==> src/rtl/decode_stage_pipelined_pkg.sv <==
// ============================================================================
// Module : decode_pkg
// Brief  : Shared encodings for the decode stage (branch compare modes, PC select).
// Rev    : 1.0  initial release
// ============================================================================
`default_nettype none

package decode_pkg;

    typedef enum logic [1:0] {
        BR_EQ  = 2'b00,
        BR_NE  = 2'b01,
        BR_LEZ = 2'b10,
        BR_GTZ = 2'b11
    } br_mode_e;

    typedef enum logic [1:0] {
        PCSEL_BRANCH = 2'b00,
        PCSEL_JR     = 2'b01,
        PCSEL_JUMP   = 2'b10,
        PCSEL_PC4    = 2'b11
    } pc_sel_e;

endpackage

`default_nettype wire

==> src/rtl/decode_stage_pipelined_if.sv <==
// ============================================================================
// Module : decode_stage_pipelined_if
// Brief  : Bundles the decode-stage inputs and ID/EX outputs; slave = the stage.
// Rev    : 1.0  initial release
// ============================================================================
`default_nettype none

interface decode_stage_pipelined_if #(
    parameter int DATA_WIDTH    = 32,
    parameter int ADDRESS_WIDTH = 32,
    parameter int INSTR_WIDTH   = 32,
    parameter int RF_ADDR_WIDTH = 5
);
    logic [INSTR_WIDTH-1:0]   i_InstrD;
    logic [ADDRESS_WIDTH-1:0] i_PCPlus4D;
    logic [RF_ADDR_WIDTH-1:0] i_WriteRegW;
    logic                     i_RegWriteW;
    logic [DATA_WIDTH-1:0]    i_ResultW;
    logic [DATA_WIDTH-1:0]    i_ALUOutM;
    logic                     i_ForwardAD;
    logic                     i_ForwardBD;
    logic                     i_BranchD;
    logic [1:0]               i_BrModeD;
    logic [1:0]               i_PC_SELD;
    logic                     i_StallD;
    logic                     i_FlushE;
    logic [ADDRESS_WIDTH-1:0] o_PCNextD;
    logic                     o_BranchTakenD;
    logic [DATA_WIDTH-1:0]    o_SrcAE;
    logic [DATA_WIDTH-1:0]    o_SrcBE;
    logic [DATA_WIDTH-1:0]    o_SignImmE;
    logic [RF_ADDR_WIDTH-1:0] o_RsE;
    logic [RF_ADDR_WIDTH-1:0] o_RtE;
    logic [RF_ADDR_WIDTH-1:0] o_RdE;
    logic                     o_ValidE;

    modport slave (
        input  i_InstrD, i_PCPlus4D, i_WriteRegW, i_RegWriteW, i_ResultW, i_ALUOutM,
               i_ForwardAD, i_ForwardBD, i_BranchD, i_BrModeD, i_PC_SELD, i_StallD, i_FlushE,
        output o_PCNextD, o_BranchTakenD, o_SrcAE, o_SrcBE, o_SignImmE,
               o_RsE, o_RtE, o_RdE, o_ValidE
    );

    modport master (
        output i_InstrD, i_PCPlus4D, i_WriteRegW, i_RegWriteW, i_ResultW, i_ALUOutM,
               i_ForwardAD, i_ForwardBD, i_BranchD, i_BrModeD, i_PC_SELD, i_StallD, i_FlushE,
        input  o_PCNextD, o_BranchTakenD, o_SrcAE, o_SrcBE, o_SignImmE,
               o_RsE, o_RtE, o_RdE, o_ValidE
    );

endinterface

`default_nettype wire

==> src/rtl/decode_stage_pipelined_reg_file_bypass.sv <==
// ============================================================================
// Module : reg_file_bypass
// Brief  : 2R/1W register file, r0 hardwired to zero, write-first read bypass.
// Rev    : 1.0  initial release
// ============================================================================
`default_nettype none

module reg_file_bypass #(
    parameter int DATA_WIDTH    = 32,
    parameter int RF_ADDR_WIDTH = 5
) (
    input  logic                     clk_i,
    input  logic                     rst_n_i,
    input  logic                     we_i,
    input  logic [RF_ADDR_WIDTH-1:0] waddr_i,
    input  logic [DATA_WIDTH-1:0]    wdata_i,
    input  logic [RF_ADDR_WIDTH-1:0] raddr_a_i,
    output logic [DATA_WIDTH-1:0]    rdata_a_o,
    input  logic [RF_ADDR_WIDTH-1:0] raddr_b_i,
    output logic [DATA_WIDTH-1:0]    rdata_b_o
);
    localparam int NREGS = 2 ** RF_ADDR_WIDTH;

    logic [DATA_WIDTH-1:0] regs_q [NREGS];
    logic                  w_wr_en;

    assign w_wr_en = we_i && (waddr_i != '0);

    always_ff @(posedge clk_i or negedge rst_n_i) begin
        if (!rst_n_i) begin
            for (int i = 0; i < NREGS; i++) begin
                regs_q[i] <= '0;
            end
        end else if (w_wr_en) begin
            regs_q[waddr_i] <= wdata_i;
        end
    end

    // Same-cycle writeback is visible to the reader (write-first).
    assign rdata_a_o = (raddr_a_i == '0)                  ? '0      :
                       (w_wr_en && raddr_a_i == waddr_i)  ? wdata_i : regs_q[raddr_a_i];
    assign rdata_b_o = (raddr_b_i == '0)                  ? '0      :
                       (w_wr_en && raddr_b_i == waddr_i)  ? wdata_i : regs_q[raddr_b_i];

endmodule

`default_nettype wire

==> src/rtl/decode_stage_pipelined.sv <==
// ============================================================================
// Module : decode_stage_pipelined
// Brief  : MIPS decode stage: RF read, sign-extend, ID branch resolve, next-PC, ID/EX reg.
// Rev    : 1.0  initial release
// ============================================================================
`default_nettype none

module decode_stage_pipelined
    import decode_pkg::*;
#(
    parameter int DATA_WIDTH    = 32,
    parameter int ADDRESS_WIDTH = 32,
    parameter int INSTR_WIDTH   = 32,
    parameter int RF_ADDR_WIDTH = 5,
    parameter int IMM_WIDTH     = 16
) (
    input  logic                   i_CLK,
    input  logic                   i_RST,
    decode_stage_pipelined_if.slave bus
);
    typedef struct packed {
        logic                     valid;
        logic [DATA_WIDTH-1:0]    src_a;
        logic [DATA_WIDTH-1:0]    src_b;
        logic [DATA_WIDTH-1:0]    sign_imm;
        logic [RF_ADDR_WIDTH-1:0] rs;
        logic [RF_ADDR_WIDTH-1:0] rt;
        logic [RF_ADDR_WIDTH-1:0] rd;
    } idex_t;

    logic [RF_ADDR_WIDTH-1:0] w_rs, w_rt, w_rd;
    logic [DATA_WIDTH-1:0]    w_rd_a, w_rd_b;
    logic [IMM_WIDTH-1:0]     w_imm_field;
    logic [DATA_WIDTH-1:0]    w_sign_imm;
    logic [ADDRESS_WIDTH-1:0] w_br_tgt, w_jump_tgt;
    logic [DATA_WIDTH-1:0]    w_cmp_a, w_cmp_b;
    logic                     w_cond;
    logic                     w_unused_instr;
    idex_t                    idex_d, idex_q;

    assign w_rs        = bus.i_InstrD[21 +: RF_ADDR_WIDTH];
    assign w_rt        = bus.i_InstrD[16 +: RF_ADDR_WIDTH];
    assign w_rd        = bus.i_InstrD[11 +: RF_ADDR_WIDTH];
    assign w_imm_field = bus.i_InstrD[IMM_WIDTH-1:0];
    assign w_unused_instr = ^bus.i_InstrD[INSTR_WIDTH-1:26];

    reg_file_bypass #(
        .DATA_WIDTH   (DATA_WIDTH),
        .RF_ADDR_WIDTH(RF_ADDR_WIDTH)
    ) u_rf (
        .clk_i    (i_CLK),
        .rst_n_i  (i_RST),
        .we_i     (bus.i_RegWriteW),
        .waddr_i  (bus.i_WriteRegW),
        .wdata_i  (bus.i_ResultW),
        .raddr_a_i(w_rs),
        .rdata_a_o(w_rd_a),
        .raddr_b_i(w_rt),
        .rdata_b_o(w_rd_b)
    );

    assign w_sign_imm = DATA_WIDTH'($signed(w_imm_field));
    assign w_br_tgt   = bus.i_PCPlus4D + (ADDRESS_WIDTH'($signed(w_imm_field)) << 2);

    // A 28-bit PC has no region bits to carry over from PC+4.
    if (ADDRESS_WIDTH > 28) begin : g_jump_region
        assign w_jump_tgt = {bus.i_PCPlus4D[ADDRESS_WIDTH-1:28], bus.i_InstrD[25:0], 2'b00};
    end else begin : g_jump_flat
        assign w_jump_tgt = {bus.i_InstrD[25:0], 2'b00};
    end

    assign w_cmp_a = bus.i_ForwardAD ? bus.i_ALUOutM : w_rd_a;
    assign w_cmp_b = bus.i_ForwardBD ? bus.i_ALUOutM : w_rd_b;

    always_comb begin
        w_cond = 1'b0;
        case (bus.i_BrModeD)
            BR_EQ:   w_cond = (w_cmp_a == w_cmp_b);
            BR_NE:   w_cond = (w_cmp_a != w_cmp_b);
            BR_LEZ:  w_cond = w_cmp_a[DATA_WIDTH-1] || (w_cmp_a == '0);
            BR_GTZ:  w_cond = !w_cmp_a[DATA_WIDTH-1] && (w_cmp_a != '0);
            default: w_cond = 1'b0;
        endcase
    end

    assign bus.o_BranchTakenD = bus.i_BranchD && w_cond;

    always_comb begin
        bus.o_PCNextD = bus.i_PCPlus4D;
        case (bus.i_PC_SELD)
            PCSEL_BRANCH: bus.o_PCNextD = w_br_tgt;
            PCSEL_JR:     bus.o_PCNextD = ADDRESS_WIDTH'(w_cmp_a);
            PCSEL_JUMP:   bus.o_PCNextD = w_jump_tgt;
            default:      bus.o_PCNextD = bus.i_PCPlus4D;
        endcase
    end

    // Flush outranks stall so a squashed slot never survives a held pipeline.
    always_comb begin
        idex_d = idex_q;
        if (bus.i_FlushE) begin
            idex_d = '0;
        end else if (!bus.i_StallD) begin
            idex_d.valid    = 1'b1;
            idex_d.src_a    = w_rd_a;
            idex_d.src_b    = w_rd_b;
            idex_d.sign_imm = w_sign_imm;
            idex_d.rs       = w_rs;
            idex_d.rt       = w_rt;
            idex_d.rd       = w_rd;
        end
    end

    always_ff @(posedge i_CLK or negedge i_RST) begin
        if (!i_RST) begin
            idex_q <= '0;
        end else begin
            idex_q <= idex_d;
        end
    end

    assign bus.o_ValidE   = idex_q.valid;
    assign bus.o_SrcAE    = idex_q.src_a;
    assign bus.o_SrcBE    = idex_q.src_b;
    assign bus.o_SignImmE = idex_q.sign_imm;
    assign bus.o_RsE      = idex_q.rs;
    assign bus.o_RtE      = idex_q.rt;
    assign bus.o_RdE      = idex_q.rd;

endmodule

`default_nettype wire

==> src/flat_wrapper.sv <==
// flat-port wrapper written by rule: the top's interface ports become plain ports
module decode_stage_pipelined_flat import decode_pkg::*;
#(
    parameter int DATA_WIDTH    = 32,
    parameter int ADDRESS_WIDTH = 32,
    parameter int INSTR_WIDTH   = 32,
    parameter int RF_ADDR_WIDTH = 5,
    parameter int IMM_WIDTH     = 16
)
  (i_CLK, i_RST, bus_i_InstrD, bus_i_PCPlus4D, bus_i_WriteRegW, bus_i_RegWriteW, bus_i_ResultW, bus_i_ALUOutM, bus_i_ForwardAD, bus_i_ForwardBD, bus_i_BranchD, bus_i_BrModeD, bus_i_PC_SELD, bus_i_StallD, bus_i_FlushE, bus_o_PCNextD, bus_o_BranchTakenD, bus_o_SrcAE, bus_o_SrcBE, bus_o_SignImmE, bus_o_RsE, bus_o_RtE, bus_o_RdE, bus_o_ValidE);
  decode_stage_pipelined_if #(.DATA_WIDTH(DATA_WIDTH), .ADDRESS_WIDTH(ADDRESS_WIDTH), .INSTR_WIDTH(INSTR_WIDTH), .RF_ADDR_WIDTH(RF_ADDR_WIDTH)) bus_i ();
  input  logic i_CLK;
  input  logic i_RST;
  input wire logic [$bits(bus_i.i_InstrD)-1:0] bus_i_InstrD;
  input wire logic [$bits(bus_i.i_PCPlus4D)-1:0] bus_i_PCPlus4D;
  input wire logic [$bits(bus_i.i_WriteRegW)-1:0] bus_i_WriteRegW;
  input wire logic [$bits(bus_i.i_RegWriteW)-1:0] bus_i_RegWriteW;
  input wire logic [$bits(bus_i.i_ResultW)-1:0] bus_i_ResultW;
  input wire logic [$bits(bus_i.i_ALUOutM)-1:0] bus_i_ALUOutM;
  input wire logic [$bits(bus_i.i_ForwardAD)-1:0] bus_i_ForwardAD;
  input wire logic [$bits(bus_i.i_ForwardBD)-1:0] bus_i_ForwardBD;
  input wire logic [$bits(bus_i.i_BranchD)-1:0] bus_i_BranchD;
  input wire logic [$bits(bus_i.i_BrModeD)-1:0] bus_i_BrModeD;
  input wire logic [$bits(bus_i.i_PC_SELD)-1:0] bus_i_PC_SELD;
  input wire logic [$bits(bus_i.i_StallD)-1:0] bus_i_StallD;
  input wire logic [$bits(bus_i.i_FlushE)-1:0] bus_i_FlushE;
  output wire logic [$bits(bus_i.o_PCNextD)-1:0] bus_o_PCNextD;
  output wire logic [$bits(bus_i.o_BranchTakenD)-1:0] bus_o_BranchTakenD;
  output wire logic [$bits(bus_i.o_SrcAE)-1:0] bus_o_SrcAE;
  output wire logic [$bits(bus_i.o_SrcBE)-1:0] bus_o_SrcBE;
  output wire logic [$bits(bus_i.o_SignImmE)-1:0] bus_o_SignImmE;
  output wire logic [$bits(bus_i.o_RsE)-1:0] bus_o_RsE;
  output wire logic [$bits(bus_i.o_RtE)-1:0] bus_o_RtE;
  output wire logic [$bits(bus_i.o_RdE)-1:0] bus_o_RdE;
  output wire logic [$bits(bus_i.o_ValidE)-1:0] bus_o_ValidE;
  assign bus_i.i_InstrD = bus_i_InstrD;
  assign bus_i.i_PCPlus4D = bus_i_PCPlus4D;
  assign bus_i.i_WriteRegW = bus_i_WriteRegW;
  assign bus_i.i_RegWriteW = bus_i_RegWriteW;
  assign bus_i.i_ResultW = bus_i_ResultW;
  assign bus_i.i_ALUOutM = bus_i_ALUOutM;
  assign bus_i.i_ForwardAD = bus_i_ForwardAD;
  assign bus_i.i_ForwardBD = bus_i_ForwardBD;
  assign bus_i.i_BranchD = bus_i_BranchD;
  assign bus_i.i_BrModeD = bus_i_BrModeD;
  assign bus_i.i_PC_SELD = bus_i_PC_SELD;
  assign bus_i.i_StallD = bus_i_StallD;
  assign bus_i.i_FlushE = bus_i_FlushE;
  assign bus_o_PCNextD = bus_i.o_PCNextD;
  assign bus_o_BranchTakenD = bus_i.o_BranchTakenD;
  assign bus_o_SrcAE = bus_i.o_SrcAE;
  assign bus_o_SrcBE = bus_i.o_SrcBE;
  assign bus_o_SignImmE = bus_i.o_SignImmE;
  assign bus_o_RsE = bus_i.o_RsE;
  assign bus_o_RtE = bus_i.o_RtE;
  assign bus_o_RdE = bus_i.o_RdE;
  assign bus_o_ValidE = bus_i.o_ValidE;
  decode_stage_pipelined #(.DATA_WIDTH(DATA_WIDTH), .ADDRESS_WIDTH(ADDRESS_WIDTH), .INSTR_WIDTH(INSTR_WIDTH), .RF_ADDR_WIDTH(RF_ADDR_WIDTH), .IMM_WIDTH(IMM_WIDTH)) u_core (.i_CLK(i_CLK), .i_RST(i_RST), .bus(bus_i));
endmodule
==> config.mk <==
export PLATFORM = sky130hd
export DESIGN_NAME = decode_stage_pipelined_flat
export DESIGN_NICKNAME = d
export VERILOG_FILES = /design/src/rtl/decode_stage_pipelined_pkg.sv /design/src/rtl/decode_stage_pipelined_if.sv /design/src/rtl/decode_stage_pipelined_reg_file_bypass.sv /design/src/rtl/decode_stage_pipelined.sv /design/src/flat_wrapper.sv
export SDC_FILE = /design/constraint.sdc
export NUM_CORES = 2
export LEC_CHECK = 0
export BUFFER_PORTS_ARGS = -buffer_cell sky130_fd_sc_hd__buf_4
export CORE_ASPECT_RATIO = 0.6
export CORE_MARGIN = 5
export CORE_UTILIZATION = 55
export DETAILED_ROUTE_END_ITERATION = 12
export PLACE_DENSITY = 0.82
export SYNTH_ARGS = -nofsm -noshare
export SYNTH_HDL_FRONTEND = slang
export SYNTH_HIERARCHICAL = 1
export SYNTH_SLANG_ARGS = --single-unit
==> constraint.sdc <==
create_clock -name i_CLK -period 5 [get_ports i_CLK]
set_input_delay 0.5 -clock i_CLK [delete_from_list [all_inputs] [get_ports i_CLK]]
set_output_delay 0.5 -clock i_CLK [all_outputs]
set_load 0.01 [all_outputs]
# ---- Word level (Yosys, flattened, before mapping)
# Cells that the tools add are included.
dict set report op_classes {
  add_sub_neg 1
  order_cmp 4
  eq_ne 10
  muxes 19
  n_bitwise 3
  n_reduce_logical 15
}
# op count
set ops {}
lappend ops {{bitwise mux 1024 bit} 1}
lappend ops {{two-way mux 32 bit} 11}
lappend ops {{binary-select mux 32 bit (select 5 bit)} 2}
lappend ops {{two-way mux 112 bit} 2}
lappend ops {{demux 32 bit (select 5 bit)} 1}
lappend ops {{case mux 32 bit (3 select lines)} 1}
lappend ops {{adder 32 bit} 1}
lappend ops {{equality test 32 bit} 1}
lappend ops {{logical NOT 32 bit} 1}
lappend ops {{!= test 32 bit} 1}
lappend ops {{nonzero test 32 bit} 1}
lappend ops {{>= comparator 6 bit, second input constant} 3}
lappend ops {{NOT 5 -> 6 bit} 3}
lappend ops {{equality test 5 bit} 2}
lappend ops {{logical NOT 5 bit} 2}
lappend ops {{equality test 2 bit, second input constant} 3}
lappend ops {{logical AND 1 bit} 6}
lappend ops {{less-than comparator 6 x 1 -> 1 bit, second input constant} 1}
lappend ops {{nonzero test 5 bit} 1}
lappend ops {{equality test 2 x 1 -> 1 bit, second input constant} 2}
lappend ops {{logical NOT 2 bit} 2}
lappend ops {{case mux 1 bit (4 select lines)} 1}
lappend ops {{!= test 2 x 1 -> 1 bit, second input constant} 1}
lappend ops {{logical NOT 1 bit} 1}
lappend ops {{logical OR 1 bit} 1}
dict set report totals {
  ff_bits 1136
  output_inout_bits 145
  wordCells 91
}

# ---- Longest topological paths before layout
dict set report depth {
  word_depth 11
  mapped_depth 20
}

# ---- Modules after synthesis
# Netlist, hierarchy kept.
# mod instances cells_per_inst area_each_um2 seq_area_each_um2
set by_module_without_submodules {}
lappend by_module_without_submodules {reg_file_bypass 1 3878 55291.8 25624.6}
lappend by_module_without_submodules {decode_stage_pipelined 1 820 7674.9 2277.2}

# ---- Worst setup path after synthesis
# OpenSTA, ideal clock, no wires.
dict set report synth_path {
  path_type {in2out}
  start {input bus_i_InstrD[21]}
  end {output bus_o_BranchTakenD}
  t_arrival_ns 3.582
  path_slack_ns 0.918
  stages 15
  path_cell_list {buf_6 > buf_6 > buf_2 > mux4_2 > a221o_1 > a32o_1 > xnor2_1 > nand4_1 > o31ai_1 > a31oi_1 > a31oi_1 > nor4b_1 > a32oi_1 > xnor2_1 > and2_1}
}
dict set report synth_via {
  elab_chain_len 11
  elab_cells_between_ends 19
  cone_classes {eq/ne (3); mux (7); bitwise (1); reduce/logical (8)}
}
# item line_no
set synth_rtl {}
lappend synth_rtl {{start, declared} flat_wrapper.sv:14} ;# input wire logic [$bits(bus_i.i_InstrD)-1:0] bus_i_InstrD;
lappend synth_rtl {{NOT 5 -> 6 bit (not written as such)} decode_stage_pipelined_reg_file_bypass.sv:41} ;# (w_wr_en && raddr_a_i == waddr_i) ? wdata_i : regs_q[raddr_a_i];
lappend synth_rtl {{binary-select mux 32 bit (select 5 bit)} decode_stage_pipelined_reg_file_bypass.sv:41}
lappend synth_rtl {{two-way mux 32 bit (not written as such) (2 in series)} decode_stage_pipelined_reg_file_bypass.sv:41}
lappend synth_rtl {{two-way mux 32 bit} decode_stage_pipelined_reg_file_bypass.sv:41}
lappend synth_rtl {{two-way mux 32 bit (*)} decode_stage_pipelined_reg_file_bypass.sv:40} ;# assign rdata_a_o = (raddr_a_i == '0) ? '0 :
lappend synth_rtl {{via u_core.w_rd_a[6]} decode_stage_pipelined.sv:32} ;# logic [DATA_WIDTH-1:0] w_rd_a, w_rd_b;
lappend synth_rtl {{two-way mux 32 bit (*)} decode_stage_pipelined.sv:72} ;# assign w_cmp_a = bus.i_ForwardAD ? bus.i_ALUOutM : w_rd_a;
lappend synth_rtl {{nonzero test 32 bit / logical NOT 32 bit (equally long branches)} {decode_stage_pipelined.sv:81, decode_stage_pipelined.sv:80}}
lappend synth_rtl {{logical AND 1 bit / logical OR 1 bit (equally long branches)} {decode_stage_pipelined.sv:81, decode_stage_pipelined.sv:80}}
lappend synth_rtl {{case mux 1 bit (4 select lines) (*)} decode_stage_pipelined.sv:77} ;# case (bus.i_BrModeD)
lappend synth_rtl {{logical AND 1 bit (*)} decode_stage_pipelined.sv:86} ;# assign bus.o_BranchTakenD = bus.i_BranchD && w_cond;
lappend synth_rtl {{end, declared} flat_wrapper.sv:28} ;# output wire logic [$bits(bus_i.o_BranchTakenD)-1:0] bus_o_BranchTakenD;
# The timed path passes the listed nets; every way through them passes the cells marked *. The select of a mux whose other input is x is not followed.

# ---- Worst setup path after layout
dict set report layout_path {
  start {input bus_i_InstrD[20]}
  end {output bus_o_BranchTakenD}
}
dict set report layout_via {
  elab_chain_len 10
  elab_cells_between_ends 14
  cone_classes {eq/ne (3); mux (7); bitwise (1); reduce/logical (3)}
}
# item line_no
set layout_rtl {}
lappend layout_rtl {{NOT 5 -> 6 bit (not written as such)} decode_stage_pipelined_reg_file_bypass.sv:43} ;# (w_wr_en && raddr_b_i == waddr_i) ? wdata_i : regs_q[raddr_b_i];
lappend layout_rtl {{binary-select mux 32 bit (select 5 bit)} decode_stage_pipelined_reg_file_bypass.sv:43}
lappend layout_rtl {{two-way mux 32 bit (not written as such) (2 in series)} decode_stage_pipelined_reg_file_bypass.sv:43}
lappend layout_rtl {{two-way mux 32 bit} decode_stage_pipelined_reg_file_bypass.sv:43}
lappend layout_rtl {{two-way mux 32 bit (*)} decode_stage_pipelined_reg_file_bypass.sv:42} ;# assign rdata_b_o = (raddr_b_i == '0) ? '0 :
lappend layout_rtl {{via u_core.w_rd_b[2]} decode_stage_pipelined.sv:32}
lappend layout_rtl {{two-way mux 32 bit (*)} decode_stage_pipelined.sv:73} ;# assign w_cmp_b = bus.i_ForwardBD ? bus.i_ALUOutM : w_rd_b;
lappend layout_rtl {{!= test 32 bit / equality test 32 bit (equally long branches)} {decode_stage_pipelined.sv:79, decode_stage_pipelined.sv:78}}
lappend layout_rtl {{case mux 1 bit (4 select lines) (*)} decode_stage_pipelined.sv:77}
lappend layout_rtl {{logical AND 1 bit (*)} decode_stage_pipelined.sv:86}
# Marked as above.

==> summary.md <==
| Metric | Value |
|---|---|
| Worst Hold Class | in -> reg |
| Worst EP required | around 4500 ps |
| Hold_ws | approximately 21 ps |
| Place WS | -4.25 ps |
| Fin. max-slew vios | 0 |
| CTS Buffer Depth | 3 |
| Core Area | 0.114 mm² |
| Iter 0 DRT Violations | just under 8,000 |
| Post-synth EDFFs | 0 |
| Mapped Area | around 0.063 mm² |
| Total power | 27.0 mW |
| Routed vias/inst | ~7.4 |
| Net Count, Synth | 4,873 |
| Drt first pass iters | 7 |
| Yosys top cell by area | dfrtp_1 |
| Status | finished, violations left |
| CTS Buf Count | 98 |
| Failing checks | negative setup slack |
| Worst hold path startpoint | bus_i_InstrD[4] |
| Synth top area share | 44.3% |
| Largest cells by area after synthesis | dfrtp_1 (44%), mux2_2 (19%), mux4_2 (14%) |
| Max-cap violations | 0 |
| Register clock-pin slew on the reported worst setup and hold paths | around 70 ps |
| Crit path capture type | primary output |
| R2r setup slk | approximately 2500 ps |
| Setup Crit Path Kind | in -> out |
| Clock Skews | 33.8 ps |
| Synth warn | 6 |
| Cells after Synth | roughly 4,700 |
| Crit Path Max Fanout | 19 |
| Nets | 5,064 |
| Detailed Place HPWL | ~150,000 µm |
| Area Overhead vs Synth | 13.5% |
| GR Util All Layers | roughly 38% |
| Final core utilization | 62.7% |
| Worst Reg-to-Reg Cells | 7 |
| Slew HR | 17.2% |
| Period minus WS final | between 5000 and 6000 ps |
| Clock Latency Late Sink | about 750 ps |
| Via count of the first global-routing pass | 47,900 |
| First-pass GRT wire length | 336,000 µm |
| Placed cell areas | approximately 0.068 mm² |
| Top_reg_cell synth | dfrtp_1 |
| Share of layout cells above drive strength 1 | between 40% and 50% |
| Cell Pwr Density | around 380 mW/mm² |
| Fin area | ~0.071 mm² |
| Clk sinks | roughly 1,100 |
| Final Hold Vio Count | 0 |
| GRT overflow | 0 |
| Critical R2R Capture | u_core/bus.o_SrcAE[12] |
| Die Y-Extent | approximately 270 µm |
| Static Leakage | around 32 nW |
| Period utilization | 101% |
| Peak Freq | 199 MHz |
| Post-synth ARST share | 100% |
| Die area | about 0.12 mm² |
| RSZ-0062 raised after global routing | true |
| Initial Util | between 50% and 60% |
| IO Pins | 290 |
| DRC viols | 0 |
| Startpoint types | primary input |
| Yosys cell types | 83 |
| Setup violations, final | 1 |
| Sequential area share after synthesis | between 40% and 50% |
| Syn Area/Cell | ~13 µm² |
| Routability cong. | between 1 and 1.5 |
| Hold Path Depth | 3 |
| DR vias | approximately 48,000 |
| WL/cell | ~36 µm |
| RR Startpoint | u_core/u_rf/regs_q[76] |
| Slew @ Worst Pin | between 1000 and 1500 ps |
| Worst setup margin | -33.2 ps |
| Worst vdd ir | between 300 and 400 µV |
| Commonest non-fill, non-tap cell in the layout | dfrtp_1 |
| Most frequent cells in the layout | dfrtp_1 (1,115), mux2_2 (1,072), buf_4 (527) |
| Post-Layout Cell Count | 6,507 |
| Hold path endpoint | u_core/bus.o_SignImmE[4] |
| Placed cells | ~6,300 |
| Number of synthesized register bits | between 1,000 and 1,500 |
| TritonCTS clock tree | done |
| Clk root buf | clkbuf_16 |
| CP arrival | approximately 4500 ps |
| Routed Antenna Nets | 0 |
| # rows | 96 |
| Largest net degree at the start of global routing | 168 |
| PortBufs | 283 |
| Total wire length | 233,000 µm |
| H-tree levels | 3 |
| DIE WIDTH | 447 µm |
| Initial antenna violation count | 22 |
| Setup TNS | -33.2 ps |
## power by group
group | switching (mW) | total (mW) | internal, mW
Clock | 3.76 | 8.39 | 4.63
Combinational | 3.09 | 6.59 | 3.50
Sequential | 1.33 | 12.0 | 10.6
Total | 8.19 | 27.0 | 18.8
## area by class of cell
class	instances	area, µm²
multi-input combinational	3057	32700
clock buffer	130	2740
timing repair buffer	597	5310
clock inverter	51	751
antenna	18	45.0
fill	8090	42500
inverter	20	75.1
tap	1519	1900
sequential	1115	27900
## registers in the layout, indices dropped and copies added (netlist names)
signal                 count
u_core/bus.o_RsE           5
u_core/u_rf/regs_q      1024
u_core/bus.o_SrcAE        32
u_core/bus.o_SignImmE     16
u_core/bus.o_RtE           5
u_core/bus.o_ValidE        1
u_core/bus.o_SrcBE        32
## what timing repair did
item	in CTS	in global routing
hold buffers	1	0
pin swaps	0	6
cloned	0	1
endpoints found under the setup margin	1	1
resized for setup	5	26
setup buffers	0	2
hold endpoints to repair	40	0
## cell families after synthesis
group                      after synthesis  synth area share [%]
AOI/OAI and AO/OA                      563                  6.52
xor gates and xnor gates                98                  1.36
adders and majority gates               30                 0.608
buffers and inverters                  526                  4.19
DFF                                   1115                  44.3
muxes                                 1822                  39.0
and+or+nand+nor                        544                  4.02
## worst max-delay path by stage
stage	start	endpoint	cells after the start
after global routing	u_core/u_rf/regs_q[249]	bus_o_BranchTakenD	15
after floorplan	bus_i_InstrD[21]	bus_o_BranchTakenD	15
final	bus_i_InstrD[20]	bus_o_BranchTakenD	16
after CTS	u_core/u_rf/regs_q[134]	bus_o_BranchTakenD	14
after detailed placement	bus_i_InstrD[20]	bus_o_BranchTakenD	17
after global placement	bus_i_InstrD[20]	bus_o_BranchTakenD	18
## per-layer routing
metal  track usage (%)  part of all wire (%)
met3              18.2                    17
met2              51.2                    41
met5            0.0794                 0.051
met4              19.3                   6.2
met1              50.2                    36
## Yosys cell counts, drive strengths merged, types with 10 or more instances
| library cell | instances |
|---|---|
| o221ai | 32 |
| xor2 | 52 |
| a221o | 29 |
| o211ai | 14 |
| a31oi | 18 |
| a22oi | 54 |
| mux4 | 397 |
| nor3 | 29 |
| and3 | 10 |
| a32o | 32 |
| nor2 | 188 |
| ha | 29 |
| mux2i | 352 |
| nor2b | 33 |
| nand3 | 37 |
| dfrtp | 1115 |
| o22ai | 92 |
| a211oi | 59 |
| nand2b | 12 |
| inv | 17 |
| a21o | 28 |
| o21ai | 52 |
| a21oi | 66 |
| nor4 | 34 |
| xnor2 | 46 |
| buf | 258 |
| clkbuf | 248 |
| a221oi | 34 |
| mux2 | 1073 |
| nand2 | 151 |
## worst max-delay path, cell delays in order
cell	delay [ps]
buf_4	120
buf_8	210
xnor2_1	140
nand3_1	170
or4_4	750
buf_4	310
o211ai_1	140
and2_1	350
xor2_1	450
nor4_1	130
a211oi_1	440
nor4b_2	90
a32oi_1	300
xnor2_1	150
and2_1	150
buf_6	100
Note: power is estimated with default switching activity, not from simulation.
